===== src/rtl/rf_write_arbiter.sv =====
// Register-file write-port arbiter: pipeline writeback (A) has priority, multi-cycle results (B) are queued.
// Optional same-cycle B bypass when the queue is empty: define RF_ARB_BYPASS_EN.
module rf_write_arbiter #(
    parameter int unsigned DEPTH      = 2,
    parameter int unsigned STARVE_MAX = 4
) (
    input  logic        CLK,
    input  logic        nRST,
    input  logic        a_wen,
    input  logic [4:0]  a_wsel,
    input  logic [31:0] a_wdat,
    input  logic        b_valid,
    input  logic [4:0]  b_wsel,
    input  logic [31:0] b_wdat,
    output logic        b_ready,
    output logic        rf_wen,
    output logic [4:0]  rf_wsel,
    output logic [31:0] rf_wdat,
    input  logic [4:0]  rsel1,
    input  logic [4:0]  rsel2,
    output logic        hit1,
    output logic        hit2,
    output logic        stall_req
);

    localparam int unsigned AW = (DEPTH > 1) ? $clog2(DEPTH) : 1;
    localparam int unsigned CW = $clog2(STARVE_MAX + 1);

    logic [4:0]    mem_wsel [DEPTH];
    logic [31:0]   mem_wdat [DEPTH];
    logic [AW-1:0] rd_ptr;
    logic [AW-1:0] wr_ptr;
    logic [AW:0]   count;
    logic [CW-1:0] starve_cnt;

    logic a_eff;
    logic empty;
    logic full;
    logic byp;
    logic push;
    logic pop;

    assign a_eff   = a_wen & (a_wsel != '0);
    assign empty   = (count == '0);
    assign full    = (count == (AW+1)'(DEPTH));
    assign b_ready = !full;

`ifdef RF_ARB_BYPASS_EN
    assign byp = empty & !a_eff & b_valid & (b_wsel != '0);
`else
    assign byp = 1'b0;
`endif

    assign push = b_valid & b_ready & (b_wsel != '0) & !byp;
    assign pop  = !a_eff & !empty;

    always_comb begin
        rf_wen  = 1'b0;
        rf_wsel = '0;
        rf_wdat = '0;
        if (a_eff) begin
            rf_wen  = 1'b1;
            rf_wsel = a_wsel;
            rf_wdat = a_wdat;
        end else if (!empty) begin
            rf_wen  = 1'b1;
            rf_wsel = mem_wsel[rd_ptr];
            rf_wdat = mem_wdat[rd_ptr];
        end else if (byp) begin
            rf_wen  = 1'b1;
            rf_wsel = b_wsel;
            rf_wdat = b_wdat;
        end
    end

    // An entry is live when its distance from the read pointer is below the count.
    always_comb begin
        logic [AW-1:0] offset;
        hit1   = 1'b0;
        hit2   = 1'b0;
        offset = '0;
        for (int unsigned i = 0; i < DEPTH; i++) begin
            offset = AW'(i) - rd_ptr;
            if ({1'b0, offset} < count) begin
                if (mem_wsel[i] == rsel1) hit1 = 1'b1;
                if (mem_wsel[i] == rsel2) hit2 = 1'b1;
            end
        end
        if (rsel1 == '0) hit1 = 1'b0;
        if (rsel2 == '0) hit2 = 1'b0;
    end

    always_ff @(posedge CLK) begin
        if (push) begin
            mem_wsel[wr_ptr] <= b_wsel;
            mem_wdat[wr_ptr] <= b_wdat;
        end
    end

    always_ff @(posedge CLK or negedge nRST) begin
        if (!nRST) begin
            rd_ptr     <= '0;
            wr_ptr     <= '0;
            count      <= '0;
            starve_cnt <= '0;
        end else begin
            if (push) wr_ptr <= wr_ptr + AW'(1);
            if (pop)  rd_ptr <= rd_ptr + AW'(1);
            if (push && !pop)      count <= count + (AW+1)'(1);
            else if (pop && !push) count <= count - (AW+1)'(1);

            if (empty || pop)
                starve_cnt <= '0;
            else if (starve_cnt != CW'(STARVE_MAX))
                starve_cnt <= starve_cnt + CW'(1);
        end
    end

    assign stall_req = (starve_cnt == CW'(STARVE_MAX));

endmodule

===== config.mk =====
export PLATFORM = sky130hd
export DESIGN_NAME = rf_write_arbiter
export DESIGN_NICKNAME = d
export VERILOG_FILES = /design/src/rtl/rf_write_arbiter.sv
export SDC_FILE = /design/constraint.sdc
export NUM_CORES = 1
export LEC_CHECK = 0
export CAP_MARGIN = 30
export CORE_MARGIN = 1.5
export CORE_UTILIZATION = 45
export DETAILED_ROUTE_END_ITERATION = 8
export PLACE_DENSITY = 0.78
export SETUP_SLACK_MARGIN = 0.3
export SYNTH_ARGS = -nofsm -noshare
export SYNTH_HDL_FRONTEND = slang
export SYNTH_SLANG_ARGS = --single-unit

===== constraint.sdc =====
create_clock -name CLK -period 3.5 [get_ports CLK]
set_input_delay 0.525 -clock CLK [delete_from_list [all_inputs] [get_ports CLK]]
set_output_delay 0.525 -clock CLK [all_outputs]
set_load 0.005 [all_outputs]

# Yosys cells after proc, flatten, opt, wreduce, memory -nomap -nowiden
# Memories as Yosys holds them, arrays and structs flattened.
# Cells that the tools add are included.
[totals]
ff_bits = 7
ramBits = 74
input_bits = 88
output_inout_bits = 42
wordCells = 63
n_memories = 2
[classes]
n_addsub = 7
n_lt_le_gt_ge = 2
n_eq_ne = 7
mux = 22
n_bitwise = 4
reduce_logical = 15
[memory_table]
columns = ["name", "depth", "width", "rd", "rd_clocked_by_memory_dff", "wr", "line_no", "rtl"]
rows = [
  ["mem_wdat", 2, 32, 1, 0, 1, "30", "logic [31:0] mem_wdat [DEPTH];"],
  ["mem_wsel", 2, 5, 3, 0, 1, "29", "logic [4:0] mem_wsel [DEPTH];"],
]
[op_table]
columns = ["operator", "n"]
rows = [
  ["$mux 32", 2],
  ["$eq 5x5->1", 4],
  ["$mux 1", 14],
  ["$logic_not 5->1", 2],
  ["$mux 5", 2],
  ["$reduce_bool 5->1", 2],
  ["$mux 3", 2],
  ["$logic_not 1->1", 5],
  ["$and 1x1->1", 4],
  ["$lt 1x2->1", 2],
  ["$mux 2", 2],
  ["$reduce_bool 2->1", 2],
  ["$add 3x1->3 const B", 1],
  ["$eq 3x3->1 const B", 1],
  ["$ne 3x3->1 const B", 1],
  ["$add 1x1->1 const B", 2],
  ["$add 2x1->2 const B", 1],
  ["$eq 2x2->1 const B", 1],
  ["$logic_and 1x1->1", 2],
  ["$logic_not 2->1", 1],
  ["$sub 1x1->1 const A", 2],
  ["$sub 2x1->2 const B", 1],
  ["$logic_or 1x1->1", 1],
]

# Longest topological paths before layout
[depth]
word_depth = 8
depth_mapped = 8
ltp_nobuf = 7

# Worst setup path after synthesis
# Ideal clock, no wire load.
[synth_timing]
path_kind = "register -> register"
from = "register count[0]"
to = "memory mem_wdat[0][0] (enable)"
setup_time_ns = 0.431
arrival_time_ns = 2.427
required_ns = 3.069
setup_slack_ns = 0.642
path_stages_with_launch = 5
n_path_buf = 1
period_less_slack_ns = 2.858
cell_sequence = "dfrtp_1 > clkbuf_1 > nand2b_1 > o211ai_1 > nor2_1"
[synth_via]
elab_chain_len = 6
[synth_lines]
columns = ["item", "line_no", "rtl"]
rows = [
  ["start, declared", "33", "logic [AW:0] count;"],
  ["start signal, assigned", "109", "if (push && !pop) count <= count + (AW+1)'(1);"],
  ["start signal, assigned", "110", "else if (pop && !push) count <= count - (AW+1)'(1);"],
  ["$eq 2x2->1", "45", "assign full = (count == (AW+1)'(DEPTH));"],
  ["$logic_not 1->1", "46", "assign b_ready = !full;"],
  ["via b_ready", "15", "output logic b_ready,"],
  ["$and 1x1->1 (2 in a row)", "54", "assign push = b_valid & b_ready & (b_wsel != '0) & !byp;"],
  ["$mux 1", "94", "if (push) begin"],
  ["$mux 1 (implied by the code)", "96", "mem_wdat[wr_ptr] <= b_wdat;"],
  ["end, declared", "30", ""],
]
# The timed path passes the listed nets, and every way through them passes these cells.

# Worst setup path in the final report
[layout_timing]
from = "input port a_wsel[1]"
to = "output port rf_wdat[14]"
[layout_via]
elab_chain_len = 3
[layout_lines]
columns = ["item", "line_no", "rtl"]
rows = [
  ["start, declared", "10", "input logic [4:0] a_wsel,"],
  ["$reduce_bool 5->1", "43", "assign a_eff = a_wen & (a_wsel != '0);"],
  ["$and 1x1->1", "43", ""],
  ["$mux 32", "61", "if (a_eff) begin"],
  ["end, declared", "18", "output logic [31:0] rf_wdat,"],
]
# Every way passes these cells.

==> summary by stage <==
Status
The flow ran to the end, and the final reports show no timing, DRC or antenna violations.

Job
The tool flagged a number of max-cap violations equal to 0.

Worst setup path
The highest net fanout along the worst path is 19. The capturing point of the worst reg2reg path is mem_wdat[1][31]. The startpoint of the lowest-slack register-to-register path is count[0]. STA puts the critical path data required time at ~3.0 ns. The setup slack of the most critical reg-to-reg path is 1.32 ns. The number of cells on the worst reg-to-reg path is 4. STA classifies the critical path startpoint as a primary input. The most critical setup path has its startpoint at a_wsel[1]. STA classifies the critical path endpoint as a primary output. The critical path arrival is about 2.6 ns. By startpoint and endpoint, the worst setup path is classified as primary input to primary output.

Synth
The mean area per synthesized cell is 14.82 um^2. The count of distinct cell types in the synthesized netlist is 32. The number of enable flip-flop cells after synthesis is 74. The most used flip-flop cell after synthesis is edfxtp_1. The fraction of synthesis flops using an asynchronous set or reset pin is around 8.6%. The register bit total from synthesis is 81. For this run, the register share of the synthesized area comes to around three fifths. In this run the cell area of the synthesized design comes to 4091 um^2. Counting every net in the synthesized netlist gives 367. The count of yosys warnings during synthesis is 0. The gate count of the mapped netlist is about 280.

CTS
In this run the number of H-tree levels came out at 3. The number of CTS-inserted buffers is 9. The clock passes through at most 2 buffers. TritonCTS built the clock tree. The clock-pin slew reported for the worst setup and hold paths after clock tree synthesis is around 0.09 ns. The clock tree root driver cell is clkbuf_8. The clock drives between 80 and 90 sinks.

The hold-fix buffer count after cts is 0. The clock latency of the later-clocked register in the worst-skew pair is ~0.34 ns.

Power and ir drop
The leakage power of the design is between 2 and 2.5 nW. The total power per unit cell area is 599.1 nW/um^2. The highest ir drop seen on vdd is 0.0002668 V.

Detailed routing
Dividing the detail-routed via count by the number of cells gives approximately 5.1. The first-pass iteration count of the detailed router is 4. Across all layers, the routed design uses 2,647 vias. The starting DRC count in detailed routing is 63.

The number of remaining DRC errors is 0. The wire length per cell is 16.39 um. The final routed wirelength across all metal layers is 8557 um.

The number of nets still failing antenna checks after routing is 0.

Cells and area
The number of nets in the layout is 500. Of the cells placed in the final design, the portion with a size suffix greater than 1 is 23.67%. The count of non-filler cells in the finished layout is 522. 0 antenna diodes ended up in the layout.

From synthesis to final layout, the design area changed by 40.21%. Fill cells in the final layout number 681.

Timing
The share of the clock period used by the worst path after layout is 89.81%. The number of slew-limit violations in the final report is 0. The count of final hold-check violations is 0.

Across all setup checks in the final design, the least slack found is between 0.3 and 0.4 ns. The final sum of negative setup slack is 0 ns. The routed design could run at a clock period as short as 3.143 ns.

Clock skew on the completed layout was measured at 0.01049 ns. The worst slew slack as a fraction of its limit is 39.08%. Setup repair after global routing could not meet its margin everywhere.

The number of setup violations in the final report is 0. Based on the critical path, the design can be clocked at up to around 320 MHz. The transition at the pin with the smallest max-transition slack is 0.9138 ns.

Die
The vertical die dimension is 98.35 um. The initialized floorplan defines 34 standard-cell rows. The effective utilization at floorplan is a little under half.

The area of the die is 9673 um^2. The overall die width is 98.35 um. 130 I/O pins were placed.

In this run the standard cell core region covers 8763 um^2.

Placement
At the end of routability-driven placement, the weighted congestion stood at 0.7821. Detailed placement finished with a half-perimeter wire length of 5986 um. Timing analysis after detailed placement gives a worst setup slack of 0.1877 ns. After detailed placement, the design holds a cell count of 504. Input and output buffers added on the ports amount to 129.

Global route
The via count of the first global-routing pass came to between 2,000 and 3,000. The total global routing overflow is 0. The pin count of the biggest net entering global routing is 38. The initial antenna violation count is 0. The first global-routing pass estimated 14,170 um of wire. The all-layer global routing usage is ~19%.

Min path
The class of the worst hold path is primary input to async pin.
## cell usage after synthesis (all sizes together), types with 4 or more instances
library cell	instances	share of area, %
mux2i	38	9.3
o31ai	35	11
dfrtp	7	4.3
o21ai	5	0.70
or4	4	0.83
nand2	39	5.7
xnor2	10	2.1
buf	13	3.5
xor2	16	3.4
nor2	5	0.46
edfxtp	74	54
inv	4	0.37
nor4	4	0.61
## placed cells by master (no fill, tap or decap), types with 3 or more instances in the layout
cell             instances
a21oi_1                  3
clkbuf_8                 9
dlymetal6s2s_1           8
buf_4                    5
o31ai_2                 33
nor3_1                   3
clkdlybuf4s50_1         94
dlygate4sd2_1           27
mux2i_1                 38
nand2_2                 28
nor4_1                   4
edfxtp_1                74
nand2_1                  9
or4_1                    3
xor2_1                  16
nor2_1                   3
xnor2_1                 10
dfrtp_1                  6
ha_1                     3
o211ai_1                 3
inv_1                    4
## area by class of cell
class / count / area (um^2) / share of cell area (%)
repair buffers: 138 / 1415 / 24.67
clock buffers: 9 / 123.9 / 2.159
inverters: 4 / 15.01 / 0.2617
well taps: 108 / 135.1 / 2.356
clock inverters: 7 / 78.83 / 1.374
multi-input cells: 175 / 1570 / 27.37
flip-flops and latches: 81 / 2399 / 41.81
## stage by stage
step	utilization [%]	cell area (um^2)	hold slack (ns)	power (W)
after floorplan	-	4091	0.2294	0.002246
after global placement	62.44	5472	0.5298	0.002815
after detailed placement	62.44	5472	0.5380	0.002847
after global routing	65.46	5737	0.4563	0.003644
final	65.46	5737	0.4400	0.003437
after CTS	64.86	5684	0.4366	0.003481
## routing by layer
metal	up-vias	GRT usage (%)	wire, um
met5	-	0	0
met4	0	6.284	74
met3	6	3.436	473
met2	81	32.77	4484
met1	1250	22.81	3524
li1	1310	-	-
## state kept, by name (all words and copies together) (netlist names)
name,count
mem_wdat,64
wr_ptr,1
starve_cnt,3
rd_ptr,1
count,2
mem_wsel,10
## report_power, final
group	switching [W]	internal, W
Clock	0.000347	0.000337
Sequential	0.000152	0.00132
Combinational	0.000650	0.000631
Total	0.00115	0.00229
## timing repair
item	4_1_cts	5_1_grt
gates resized for setup	29	11
setup buffers	0	1
endpoints found under the setup margin	36	12
hold endpoints to repair	0	0
cloned	1	0
## worst max-delay path by stage
stage / endpoint / slack (ns) / cells past startpoint
6_report: rf_wdat[14] / 0.36 / 6
5_1_grt: rf_wdat[8] / 0.28 / 6
3_5_place_dp: rf_wsel[0] / 0.19 / 6
4_1_cts: rf_wdat[30] / 0.24 / 6
2_1_floorplan: mem_wdat[0][0] / 0.64 / 4
3_3_place_gp: rf_wdat[24] / 0.22 / 6
## critical path: stages
cell             delay (ns)
clkdlybuf4s50_1        0.42
or4_4                  0.57
o21a_4                 0.26
bufbuf_16              0.32
o31ai_2                0.25
dlygate4sd2_1          0.26
## cell families after synthesis
family,count (synthesis),synth area share [%]
compound gates,47,12.69
xor+xnor,26,5.566
fa+ha+maj,3,0.9175
buf+inv,20,4.128
flops,81,58.59
mux,38,9.297
simple gates,61,8.807
(Power assumes the default switching activity.)
